==> config.mk <==
export PLATFORM = sky130hd
export DESIGN_NAME = alarm_clock_ctrl
export DESIGN_NICKNAME = d
export VERILOG_FILES = /design/src/rtl/alarm_clock_pkg.sv /design/src/rtl/alarm_clock_ctrl_tick_prescaler.sv /design/src/rtl/alarm_clock_ctrl.sv
export SDC_FILE = /design/constraint.sdc
export NUM_CORES = 1
export LEC_CHECK = 0
export ABC_CLOCK_PERIOD_IN_PS = 4100
export BUFFER_PORTS_ARGS = -buffer_cell sky130_fd_sc_hd__buf_2
export CORE_ASPECT_RATIO = 0.8
export CORE_MARGIN = 3
export CORE_UTILIZATION = 58
export CTS_CLUSTER_SIZE = 40
export DETAILED_ROUTE_END_ITERATION = 10
export PLACE_DENSITY_LB_ADDON = 0.05
export SLEW_MARGIN = 10
export SYNTH_ARGS = -nofsm -noshare
export SYNTH_HDL_FRONTEND = slang
export SYNTH_SLANG_ARGS = --single-unit
==> constraint.sdc <==
create_clock -name i_clk -period 4.1 [get_ports i_clk]
set_input_delay 0.82 -clock i_clk [delete_from_list [all_inputs] [get_ports i_clk]]
set_output_delay 0.82 -clock i_clk [all_outputs]
set_load 0.005 [all_outputs]
==> src/rtl/alarm_clock_pkg.sv <==
// ---------------------------------------------------------------------------
// alarm_clock_pkg
// Shared constants for the alarm clock controller: digit width and range,
// ring/snooze FSM state encoding, and the modulo-10 digit increment helper.
// ---------------------------------------------------------------------------
package alarm_clock_pkg;

   localparam int DIGIT_W = 4;
   localparam logic [DIGIT_W-1:0] DIGIT_MAX = 4'd9;

   localparam logic [1:0] ST_IDLE    = 2'd0;
   localparam logic [1:0] ST_RINGING = 2'd1;
   localparam logic [1:0] ST_SNOOZE  = 2'd2;

   // 9 wraps to 0; any out-of-range digit also lands on 0.
   function automatic logic [DIGIT_W-1:0] digit_inc(input logic [DIGIT_W-1:0] d);
      return (d >= DIGIT_MAX) ? '0 : d + 4'd1;
   endfunction

endpackage

==> src/rtl/alarm_clock_ctrl_tick_prescaler.sv <==
// ---------------------------------------------------------------------------
// tick_prescaler
// Divides clk down to one time unit: counts 0..TICK_DIV-1 and pulses o_tick
// for one cycle after each wrap. i_hold parks the count at 0 and silences
// o_tick, so counting resumes from a full period when the hold is released.
//
// Ports:
//   i_clk    system clock
//   i_rst_n  synchronous active-low reset
//   i_hold   level; freeze prescaler at 0
//   o_tick   one-cycle pulse per time unit
// ---------------------------------------------------------------------------
module tick_prescaler #(
   parameter int TICK_DIV = 50
) (
   input  logic i_clk,
   input  logic i_rst_n,
   input  logic i_hold,
   output logic o_tick
);

   localparam int CW = (TICK_DIV > 1) ? $clog2(TICK_DIV) : 1;
   localparam logic [CW-1:0] CNT_LAST = CW'(TICK_DIV - 1);

   logic [CW-1:0] r_cnt;
   logic          r_tick;

   always_ff @(posedge i_clk) begin
      if (!i_rst_n) begin
         r_cnt  <= '0;
         r_tick <= 1'b0;
      end else if (i_hold) begin
         r_cnt  <= '0;
         r_tick <= 1'b0;
      end else if (r_cnt == CNT_LAST) begin
         r_cnt  <= '0;
         r_tick <= 1'b1;
      end else begin
         r_cnt  <= r_cnt + CW'(1);
         r_tick <= 1'b0;
      end
   end

   assign o_tick = r_tick;

endmodule

==> src/rtl/alarm_clock_ctrl.sv <==
// ---------------------------------------------------------------------------
// alarm_clock_ctrl
// Sequencing controller for the single-digit alarm clock. Generates the time
// base, holds the current-time and alarm-time digits, selects the display
// source and runs the ring/snooze state machine that drives the buzzer.
//
// Build option: define ALARM_SNOOZE_EN to enable the snooze state; without
// it the i_snooze input is ignored.
//
// Ports:
//   i_clk           system clock
//   i_rst_n         synchronous active-low reset
//   i_set_time      level; time-set mode (has priority over alarm-set)
//   i_set_alarm     level; alarm-set mode
//   i_incr          button; one increment per rising edge
//   i_alarm_en      level; arms the alarm
//   i_alarm_off     level; stops ringing/snooze
//   i_snooze        level; snooze request while ringing
//   i_match_in      alarm==current compare result from the datapath
//   o_current_time  current digit 0..9
//   o_alarm_time    alarm digit 0..9
//   o_show_a        display alarm digit when 1 (registered)
//   o_buzzer        alarm sound drive
//   o_tick          one-cycle pulse per time unit
// ---------------------------------------------------------------------------
module alarm_clock_ctrl
   import alarm_clock_pkg::*;
#(
   parameter int TICK_DIV   = 50,
   parameter int RING_LEN   = 8,
   parameter int SNOOZE_LEN = 3
) (
   input  logic               i_clk,
   input  logic               i_rst_n,
   input  logic               i_set_time,
   input  logic               i_set_alarm,
   input  logic               i_incr,
   input  logic               i_alarm_en,
   input  logic               i_alarm_off,
   input  logic               i_snooze,
   input  logic               i_match_in,
   output logic [DIGIT_W-1:0] o_current_time,
   output logic [DIGIT_W-1:0] o_alarm_time,
   output logic               o_show_a,
   output logic               o_buzzer,
   output logic               o_tick
);

   localparam int RW = $clog2(RING_LEN + 1);
   localparam logic [RW-1:0] RING_LAST = RW'(RING_LEN - 1);
   localparam logic [RW-1:0] RING_MAX  = RW'(RING_LEN);

   // Reject out-of-range parameters at elaboration.
   if (TICK_DIV < 2 || RING_LEN < 1 || SNOOZE_LEN < 1) begin : g_bad_param
      $error("alarm_clock_ctrl: parameter out of range");
   end

   logic               w_tick;
   logic               w_incr_rise;
   logic               w_match_rise;
   logic               w_set_mode;
   logic               w_abort;
   logic               w_cur_step;

   logic [DIGIT_W-1:0] r_cur;
   logic [DIGIT_W-1:0] r_alarm;
   logic               r_show_a;
   logic               r_incr_q;
   logic               r_match_q;
   logic [1:0]         r_state;
   logic [RW-1:0]      r_ring_cnt;

`ifdef ALARM_SNOOZE_EN
   localparam int SW = $clog2(SNOOZE_LEN + 1);
   localparam logic [SW-1:0] SNZ_LAST = SW'(SNOOZE_LEN - 1);
   localparam logic [SW-1:0] SNZ_MAX  = SW'(SNOOZE_LEN);
   logic [SW-1:0]      r_snz_cnt;
`else
   logic               w_unused_snooze;
   assign w_unused_snooze = i_snooze;
`endif

   // Time base is frozen while the user is setting the time.
   tick_prescaler #(.TICK_DIV(TICK_DIV)) u_prescaler (
      .i_clk   (i_clk),
      .i_rst_n (i_rst_n),
      .i_hold  (i_set_time),
      .o_tick  (w_tick)
   );

   assign w_incr_rise  = i_incr & ~r_incr_q;
   assign w_match_rise = i_match_in & ~r_match_q;
   assign w_set_mode   = i_set_time | i_set_alarm;
   assign w_abort      = i_alarm_off | ~i_alarm_en | w_set_mode;
   // In time-set mode the button drives the digit; otherwise the time base does
   // (tick is already forced low while set_time is high).
   assign w_cur_step   = i_set_time ? w_incr_rise : w_tick;

   always_ff @(posedge i_clk) begin
      if (!i_rst_n) begin
         r_cur    <= '0;
         r_alarm  <= '0;
         r_show_a <= 1'b0;
         r_incr_q <= 1'b0;
      end else begin
         r_incr_q <= i_incr;
         r_show_a <= ~i_set_time & i_set_alarm;
         if (w_cur_step) r_cur <= digit_inc(r_cur);
         if (~i_set_time && i_set_alarm && w_incr_rise) r_alarm <= digit_inc(r_alarm);
      end
   end

   always_ff @(posedge i_clk) begin
      if (!i_rst_n) begin
         r_state    <= ST_IDLE;
         r_ring_cnt <= '0;
         r_match_q  <= 1'b0;
`ifdef ALARM_SNOOZE_EN
         r_snz_cnt  <= '0;
`endif
      end else begin
         r_match_q <= i_match_in;
         case (r_state)
            ST_IDLE: begin
               // Only a fresh match edge arms a ring; a held match never re-rings.
               if (i_alarm_en && !w_set_mode && w_match_rise) begin
                  r_state    <= ST_RINGING;
                  r_ring_cnt <= '0;
               end
            end
            ST_RINGING: begin
               // alarm_off is part of w_abort, so it beats a simultaneous snooze.
               if (w_abort) r_state <= ST_IDLE;
`ifdef ALARM_SNOOZE_EN
               else if (i_snooze) begin
                  r_state   <= ST_SNOOZE;
                  r_snz_cnt <= '0;
               end
`endif
               else if (w_tick) begin
                  if (r_ring_cnt == RING_LAST) r_state <= ST_IDLE;
                  if (r_ring_cnt < RING_MAX) r_ring_cnt <= r_ring_cnt + RW'(1);
               end
            end
`ifdef ALARM_SNOOZE_EN
            ST_SNOOZE: begin
               if (w_abort) r_state <= ST_IDLE;
               else if (w_tick) begin
                  if (r_snz_cnt == SNZ_LAST) begin
                     r_state    <= ST_RINGING;
                     r_ring_cnt <= '0;
                  end else if (r_snz_cnt < SNZ_MAX) begin
                     r_snz_cnt <= r_snz_cnt + SW'(1);
                  end
               end
            end
`else
            // Snooze encoding is unreachable in this build; recover to IDLE.
            ST_SNOOZE: r_state <= ST_IDLE;
`endif
            default: r_state <= ST_IDLE;
         endcase
      end
   end

   assign o_current_time = r_cur;
   assign o_alarm_time   = r_alarm;
   assign o_show_a       = r_show_a;
   assign o_buzzer       = (r_state == ST_RINGING);
   assign o_tick         = w_tick;

endmodule
==> results of run 1 <==
[sequential cells by signal, summed over array words and instances, names as in the netlist]
| register | flops |
|---|---|
| u_prescaler.r_cnt | 6 |
| o_alarm_time | 4 |
| o_current_time | 4 |
| r_ring_cnt | 4 |
| o_show_a | 1 |
| r_incr_q | 1 |
| r_match_q | 1 |
| r_state | 1 |
| u_prescaler.o_tick | 1 |
[through the flow]
| step | instances | total power, uW | hold slack [ns] |
|---|---|---|---|
| 2_1_floorplan | 123 | 256 | 0.433 |
| 3_3_place_gp | 162 | 266 | 0.448 |
| 3_5_place_dp | 162 | 268 | 0.454 |
| 4_1_cts | 166 | 373 | 0.491 |
| 5_1_grt | 166 | 386 | 0.529 |
| 6_report | 166 | 367 | 0.484 |
[cell usage after synthesis, types with 2 or more instances]
cell	number
nand3b_1	2
nor3b_1	3
a21oi_1	7
inv_1	12
nor2b_1	2
o21ai_0	3
or3_1	3
o211ai_1	2
xor2_1	2
ha_1	9
nand4_1	2
nand3_1	6
nand2_1	11
dfxtp_1	23
nor4_1	2
a211oi_1	3
nor2_1	6
and4bb_2	2
and2_1	2
[worst paths after layout]
path,start,endpoint,slack [ns],depth (start not counted)
max,u_prescaler.o_tick,o_tick,2.33,1
min,u_prescaler.r_cnt[0],u_prescaler.r_cnt[0],0.48,1
max reg2reg,o_current_time[0],o_current_time[0],2.61,5
min reg2reg,u_prescaler.r_cnt[0],u_prescaler.r_cnt[0],0.48,1
[layer usage]
metal | up-vias | track usage [%] | part of all wire, %
met5 | - | 0 | 0
met4 | 0 | 5.69 | 0.77
met3 | 2 | 6.52 | 4.3
met2 | 14 | 33.1 | 46
met1 | 418 | 23.8 | 49
li1 | 481 | - | -
[power by group through the flow]
stage                     clock network [uW]  logic [uW]  registers (uW)
after global placement                     0        29.8             236
final                                    104        31.2             232
after global routing                     118        34.7             232
after detailed placement                   0        31.4             237
after CTS                                110        31.6             232
after floorplan                            0        19.8             236
[area by class of cell]
| class | count | area (um2) |
|---|---|---|
| flip-flops and latches | 23 | 460 |
| well taps | 22 | 27.5 |
| clock buffers | 4 | 26.3 |
| multi-input cells | 87 | 643 |
| inverters | 12 | 45.0 |
| fillers | 131 | 464 |
| repair buffers | 18 | 90.1 |
[cell families after synthesis]
family	count (synthesis)
multiplexers	1
buffers and inverters	13
flip-flops	23
XOR/XNOR	3
AO/OA/AOI/OAI	24
adder cells (fa/ha/maj)	9
AND/OR/NAND/NOR	50
==> reports/results.ini, run 1 <==
[outcome]
outcome=complete, no violations

[route]
drt-initial-drc-count=15
routedWlPerCell_um=13.3
routed_wl_um=2210
num_vias=915
ant_nets=0
drc=0
drt-pass1-iter-count=4
avgViaCountPerCell=5.51

[pwr]
p_clk_share_pct=28.4
internal_power_uw=280
swShare_pct=23.9
p_comb_share_pct=8.5
power.switching_uw=87.6
powerDensity_mw_per_mm2=284
peakVddDrop_mv=0.360
leakage_uw=0.000508
power_frac_seq_pct=63.1

[clock_network]
h-tree-depth=1
cts_buffer_depth=2
post_cts_buffers=0
ctsResizeCount=0
cts_buffers=3
root_buffer=clkbuf_4
path_clk_slew_ns=0.12
clkLatencyLatePin_ns=0.31
cts_tree=yes
cts.sinks=23
hold_buffers=0

[synth]
yosysTopAreaCell=dfxtp_1
ys_ff_latch=23
yosysSeqAreaShare_pct=39.7
synth_compound_area_share_pct=14.8
synthAdderAreaFrac_pct=9.71
ys.flop_type=dfxtp_1
synth_area_mm2=0.00116
synth_edf_count=0
synth_top_family_by_area=simple AND/OR/NAND/NOR gates
synthTopCellsByArea=dfxtp_1 (40%), ha_1 (9.7%), inv_1 (3.9%)
synth_simple_gate_area_share_pct=27.8
async_reset_ff_share_pct=0
yosys.area.top_type_share_pct=39.7
yosysWarnings=0
synthMuxAreaShare_pct=0.863
syn-num-nets=141
synth.avg_cell_area_um2=9.43
ys_types=40
synthCells=123
synth_xor_area_share_pct=2.27

[final_layout]
final_util_pct=73.6
antennaDiodeCount=0
drive_above_1_share_pct=20.8
mostFrequentLayoutCell=dfxtp_1
design_area_mm2=0.00129
mostFrequentLayoutCells=dfxtp_1 (23), buf_2 (18), inv_1 (12), nand2_1 (11), ha_1 (9)
area_delta_synth_final_pct=11.4
fin_nets=163

[grt]
grt_pass1_wl_um=3860
grt_use_total_pct=19.4
first_global_vias=913
antenna_found_initial=0
grt-ovfl-total=0
grt_max_degree=13

[worst_setup_path]
critPathLaunchType=flip-flop
critPathBufInv=1
worst_path_max_delay_cell=dfxtp_1
path_cells=buf_2
crit_fanout=6
required_ns=3.28
worstSetupEndpointType=output port
cp.arrival_ns=0.95
crit_family=flip-flops
critical-path-max-stage-delay_ns=0.48
worstSetupPathType=reg2out

[placed_design]
hpwl_um=1670
pre_cts_slack_ns=2.26
dpl_cell_area_mm2=0.00127
gp_congestion=0.760
port_buffers=18

[floorplan]
ioPinCount=20
die_h_um=46
row_count=13
dieArea_mm2=0.00258
coreArea_mm2=0.00176
initial_core_util_pct=66.0
fp.dieW_um=56.0

[timing]
setup_viol=0
finClkSkew_ns=0.00197
finalSetupTns_ns=0
min_period_ns=1.77
fmax_ghz=0.564
slew_violations=0
timing.slew.headroom_pct=67.3
fin_crit_sh_pct=43.2
hold_violations=0
tightest_slew_ns=0.489
grt_setup_unrepaired=no
timing.final.ws_setup_ns=2.33

[flow_run]
max-cap-violations=0

[min_path]
hp-class=reg2reg

No activity file was read; power rests on OpenSTA's default activity.
==> inputs of run 2 (changes only) <==
- ABC_CLOCK_PERIOD_IN_PS: 4100 -> 1600
- CORE_UTILIZATION: 58 -> 49
- clock period: 4.1 -> 1.6 ns (I/O delays scaled with it)
==> run 2 against run 1 <==
  * Global-route usage fell by 2.6 points
  * Clock-buffer cell count fell by 1
  * First-iteration DRC count rose to 3.2 times the previous value
  * Clock power rose to 2.6 times the previous value
  * Largest power group unchanged
  * Critical path depth rose by 4
  * Combinational power rose to 2.5 times the previous value
==> reports/results.ini, run 2 (synthesis results as in run 1) <==
[outcome]
outcome=complete, no violations  ; unchanged

[clock_network]
clkLatencyLatePin_ns=0.32  ; was 0.31 ns
hold_buffers=0  ; unchanged
cts_buffer_depth=2  ; unchanged
cts_tree=yes  ; unchanged
cts_buffers=3  ; unchanged
post_cts_buffers=0  ; unchanged
ctsResizeCount=0  ; unchanged
cts.sinks=23  ; unchanged
root_buffer=clkbuf_4  ; unchanged
path_clk_slew_ns=0.12  ; about the same
h-tree-depth=1  ; unchanged

[worst_setup_path]
worstSetupPathType=reg2reg  ; was reg2out
path_cells=inv_1 -> ha_1 -> nor3b_1 -> a211oi_1 -> nor4_1  ; was buf_2
cp.arrival_ns=1.62  ; was 0.95 ns
required_ns=1.79  ; was 3.28 ns
worstSetupEndpointType=flip-flop  ; was output port
critPathLaunchType=flip-flop  ; unchanged
worst_path_max_delay_cell=dfxtp_1  ; unchanged
reg2reg_setup_slack_ns=0.17  ; was 2.61 ns
crit_fanout=6  ; unchanged
r2r-end=o_current_time[0]  ; unchanged
critical-path-max-stage-delay_ns=0.44  ; was 0.48 ns
crit_family=flip-flops  ; unchanged
critPathBufInv=1  ; unchanged
rr_startpoint=o_current_time[0]  ; unchanged
r2r_cells=5  ; unchanged

[floorplan]
dieArea_mm2=0.00299  ; was 0.00258 mm2
initial_core_util_pct=52.8  ; was 66.0%
ioPinCount=20  ; unchanged
fp.dieW_um=60.4  ; was 56.0 um
die_h_um=49.5  ; was 46 um
row_count=15  ; was 13
coreArea_mm2=0.00220  ; was 0.00176 mm2

[final_layout]
drive_above_1_share_pct=22.1  ; was 20.8%
mostFrequentLayoutCells=dfxtp_1 (23), buf_2 (18), inv_1 (12), nand2_1 (11), ha_1 (9)  ; unchanged
mostFrequentLayoutCell=dfxtp_1  ; unchanged
antennaDiodeCount=0  ; unchanged
final_cell_count_no_fill=170  ; was 166
regMostFlops=u_prescaler.r_cnt  ; unchanged
largest_reg_flops=6  ; unchanged
area_delta_synth_final_pct=12.7  ; was 11.4%
fin_nets=164  ; was 163

[placed_design]
hpwl_um=1640  ; was 1670 um
port_buffers=18  ; unchanged
gp_congestion=0.777  ; was 0.760
dp.cells=166  ; was 162
pre_cts_slack_ns=0.183  ; was 2.26 ns

[route]
routedWlPerCell_um=12.5  ; was 13.3 um
avgViaCountPerCell=5.47  ; was 5.51
drc=0  ; unchanged
ant_nets=0  ; unchanged
drt-initial-drc-count=48  ; was 15
drt-pass1-iter-count=4  ; unchanged
routed_wl_um=2120  ; was 2210 um
num_vias=930  ; was 915

[grt]
grt_use_total_pct=16.8  ; was 19.4%
grt-ovfl-total=0  ; unchanged
first_global_vias=877  ; was 913
grt_pass1_wl_um=3880  ; was 3860 um
grt_max_degree=15  ; was 13
antenna_found_initial=0  ; unchanged

[timing]
finalSetupTns_ns=0  ; unchanged
timing.final.ws_setup_ns=0.175  ; was 2.33 ns
slew_violations=0  ; unchanged
hold_violations=0  ; unchanged
min_period_ns=1.43
timing.slew.headroom_pct=68.3  ; was 67.3%
grt_setup_unrepaired=no  ; unchanged
fmax_ghz=0.702
setup_viol=0  ; unchanged
fin_crit_sh_pct=89.1
tightest_slew_ns=0.474  ; was 0.489 ns
finClkSkew_ns=0.0129  ; was 0.00197 ns

[pwr]
peakVddDrop_mv=0.534  ; was 0.360 mV
powerDensity_mw_per_mm2=721  ; was 284 mW/mm2
leakage_uw=0.000513  ; was 0.000508 uW

[flow_run]
max-cap-violations=0  ; unchanged

[min_path]
hp-class=in2reg  ; was reg2reg
worstHoldEndpoint=r_match_q  ; was u_prescaler.r_cnt[0]
min_from=i_match_in  ; was u_prescaler.r_cnt[0]
min_delay_path_depth=2  ; was 1

[run 2: changes by cell type in the layout (fill, tap and decap cells not counted)]
cell / delta
buf_4: +1
clkbuf_1: -1
clkinvlp_4: +1
[run 2: worst max path at each step]
stage,from,to,slack [ns],cells after the start
floorplan,o_current_time[0],o_current_time[0],0.29,5
global placement,o_current_time[0],o_current_time[0],0.19,5
detailed placement,o_current_time[0],o_current_time[0],0.18,5
CTS,o_current_time[0],o_current_time[0],0.17,5
global route,o_current_time[0],o_current_time[3],0.02,5
finish,o_current_time[0],o_current_time[0],0.17,5
[run 2: layer usage]
layer  global-route usage, %  part of all wire (%)
met2                    23.9                    45
met1                    24.0                    51
met3                    4.71                   3.6
met4                    5.90                  0.80
met5                       0                     0
[run 2: final cells by class]
cell class                      instances  area, um2
Tap cell                               25       31.3
Timing Repair Buffer                   19       97.6
Sequential cell                        23        460
Inverter                               12       45.0
Clock inverter                          1       7.51
Clock buffer                            3       22.5
Fill cell                             205        888
Multi-Input combinational cell         87        643
[run 2: metrics by stage]
step | util (%) | instance area (um2) | total power [uW] | hold slack (ns)
final | 59.5 | 1310 | 943 | 0.233
after global routing | 59.5 | 1310 | 1000 | 0.231
after CTS | 59.5 | 1310 | 969 | 0.217
after detailed placement | 58.2 | 1280 | 686 | 0.462
after global placement | 58.2 | 1280 | 684 | 0.449
after floorplan | - | 1160 | 655 | 0.433
[run 2: report_power, final]
part / internal [uW] / switching, uW / total [uW] / leakage (uW)
Combinational: 36.4 / 42.5 / 78.9 / 0.000312
Clock: 95.5 / 175 / 271 / 0.0000139
Sequential: 583 / 9.99 / 593 / 0.000187
Total: 715 / 228 / 943 / 0.000513
==> inputs of run 3 (changes only) <==
- GPL_TIMING_DRIVEN: unset -> 0
==> run 3 against run 2 <==
  * Combinational power up 7.7%
  * Fmax down 5.3%
  * Non-clock buffer count did not move
  * Sequential share of layout area fell by 0.13 points
  * Register-to-register slack got worse by 0.08 ns
  * Cell count unchanged
  * Critical endpoint unchanged
==> reports/results.ini, run 3 (synthesis results as in run 1) <==
[pwr]
powerDensity_mw_per_mm2=725  ; was 721 mW/mm2
power_frac_seq_pct=62.4  ; was 62.9%
p_comb_share_pct=8.9  ; was 8.4%
finalPower_uw=951  ; was 943 uW
power.switching_uw=232  ; was 228 uW
internal_power_uw=720  ; was 715 uW
swShare_pct=24.4  ; was 24.2%
peakVddDrop_mv=0.844  ; was 0.534 mV
p_clk_share_pct=28.7  ; about the same
leakage_uw=0.000515  ; was 0.000513 uW

[timing]
setup_viol=0  ; unchanged
finalSetupTns_ns=0  ; unchanged
finClkSkew_ns=0.00385  ; was 0.0129 ns
grt_setup_unrepaired=no  ; unchanged
tightest_slew_ns=0.454  ; was 0.474 ns
slew_violations=0  ; unchanged
min_period_ns=1.50  ; was 1.43 ns
fin_crit_sh_pct=94.0  ; was 89.1%
fmax_ghz=0.665  ; was 0.702 GHz
timing.slew.headroom_pct=69.7  ; was 68.3%
hold_violations=0  ; unchanged

[clock_network]
cts_buffer_depth=2  ; unchanged
path_clk_slew_ns=0.12  ; about the same
cts_buffers=3  ; unchanged
cts.sinks=23  ; unchanged
cts_tree=yes  ; unchanged
root_buffer=clkbuf_4  ; unchanged
clkLatencyLatePin_ns=0.31  ; was 0.32 ns
hold_buffers=0  ; unchanged
h-tree-depth=1  ; unchanged

[worst_setup_path]
worstSetupPathType=reg2reg  ; unchanged
crit_family=simple AND/OR/NAND/NOR gates  ; was flip-flops
required_ns=1.84  ; was 1.79 ns
worstSetupEndpointType=flip-flop  ; unchanged
crit_fanout=5  ; was 6
worst_path_max_delay_cell=dfxtp_1  ; unchanged
critPathLaunchType=flip-flop  ; unchanged
critPathBufInv=1  ; unchanged
critical-path-max-stage-delay_ns=0.42  ; was 0.44 ns
cp.arrival_ns=1.74  ; was 1.62 ns
path_cells=inv_1 -> ha_1 -> nor3b_1 -> a211oi_2 -> nor4_1  ; was inv_1 -> ha_1 -> nor3b_1 -> a211oi_1 -> nor4_1

[floorplan]
fp.dieW_um=60.4  ; unchanged
ioPinCount=20  ; unchanged
row_count=15  ; unchanged
initial_core_util_pct=52.8  ; unchanged
coreArea_mm2=0.00220  ; unchanged
dieArea_mm2=0.00299  ; unchanged
die_h_um=49.5  ; unchanged

[placed_design]
hpwl_um=1710  ; was 1640 um
port_buffers=18  ; unchanged
dp.cells=166  ; unchanged
gp_congestion=0.812  ; was 0.777

[final_layout]
fin_nets=164  ; unchanged
largest_reg_flops=6  ; unchanged
regMostFlops=u_prescaler.r_cnt  ; unchanged
drive_above_1_share_pct=22.1  ; unchanged
antennaDiodeCount=0  ; unchanged
mostFrequentLayoutCells=dfxtp_1 (23), buf_2 (18), inv_1 (12), nand2_1 (11), ha_1 (9)  ; unchanged
final_cell_count_no_fill=170  ; unchanged
area_delta_synth_final_pct=13.2  ; was 12.7%
final_util_pct=59.8  ; was 59.5%
mostFrequentLayoutCell=dfxtp_1  ; unchanged

[grt]
antenna_found_initial=0  ; unchanged
grt_max_degree=13  ; was 15
first_global_vias=921  ; was 877
grt-ovfl-total=0  ; unchanged
grt_use_total_pct=16.7  ; was 16.8%
grt_pass1_wl_um=3790  ; was 3880 um

[route]
num_vias=977  ; was 930
drc=0  ; unchanged
drt-initial-drc-count=34  ; was 48
avgViaCountPerCell=5.75  ; was 5.47
routed_wl_um=2280  ; was 2120 um
ant_nets=0  ; unchanged
drt-pass1-iter-count=4  ; unchanged
routedWlPerCell_um=13.4  ; was 12.5 um

[outcome]
outcome=complete, no violations  ; unchanged

[flow_run]
max-cap-violations=0  ; unchanged

[min_path]
hp-class=in2reg  ; unchanged

-- run 3: cell types whose count changed in the layout (fill, tap and decap cells not counted), sizes merged --
cell,delta
clkinvlp,-1
clkbuf,+1
-- run 3: what timing repair did --
| action | CTS | global route |
|---|---|---|
| gates resized for setup | 0 | 1 |
| setup buffers | 0 | 0 |
| endpoints found under the setup margin | 0 | 3 |
-- run 3: final timing paths --
kind                startpoint                 to  slack, ns  cells past startpoint
max          o_current_time[1]  o_current_time[0]        0.1                      5
min                 i_match_in          r_match_q       0.22                      2
max reg2reg  o_current_time[1]  o_current_time[0]        0.1                      5
min reg2reg      r_ring_cnt[3]      r_ring_cnt[3]       0.49                      2
-- run 3: layout make-up --
type	count	area, um2
Buffer	1	11.3
Sequential cell	23	460
Inverter	12	45.0
Multi-Input combinational cell	87	648
Fill cell	204	883
Clock buffer	4	26.3
Timing Repair Buffer	18	90.1
Tap cell	25	31.3
-- run 3: through the flow --
step                hold WS [ns]  cell area [um2]  worst slack [ns]
floorplan                  0.433             1160             0.285
finish                     0.218             1310            0.0955
global placement           0.450             1280             0.185
CTS                        0.206             1310             0.105
global route               0.204             1310            0.0203
detailed placement         0.472             1280             0.122
-- run 3: power groups by stage --
stage	Clock (uW)	Combinational [uW]	Sequential, uW
after floorplan	0	50.7	605
after global placement	0	81.1	606
after detailed placement	0	84.4	606
after CTS	285	84.6	593
after global routing	306	93.8	596
final	273	85.0	593
-- run 3: routing by layer --
metal | part of all wire [%] | global-route usage [%] | vias up
met4 | 2.1 | 8.12 | 0
met5 | 0 | 0 | -
li1 | - | - | 484
met2 | 46 | 25.7 | 28
met3 | 4.9 | 4.71 | 8
met1 | 47 | 21.0 | 457
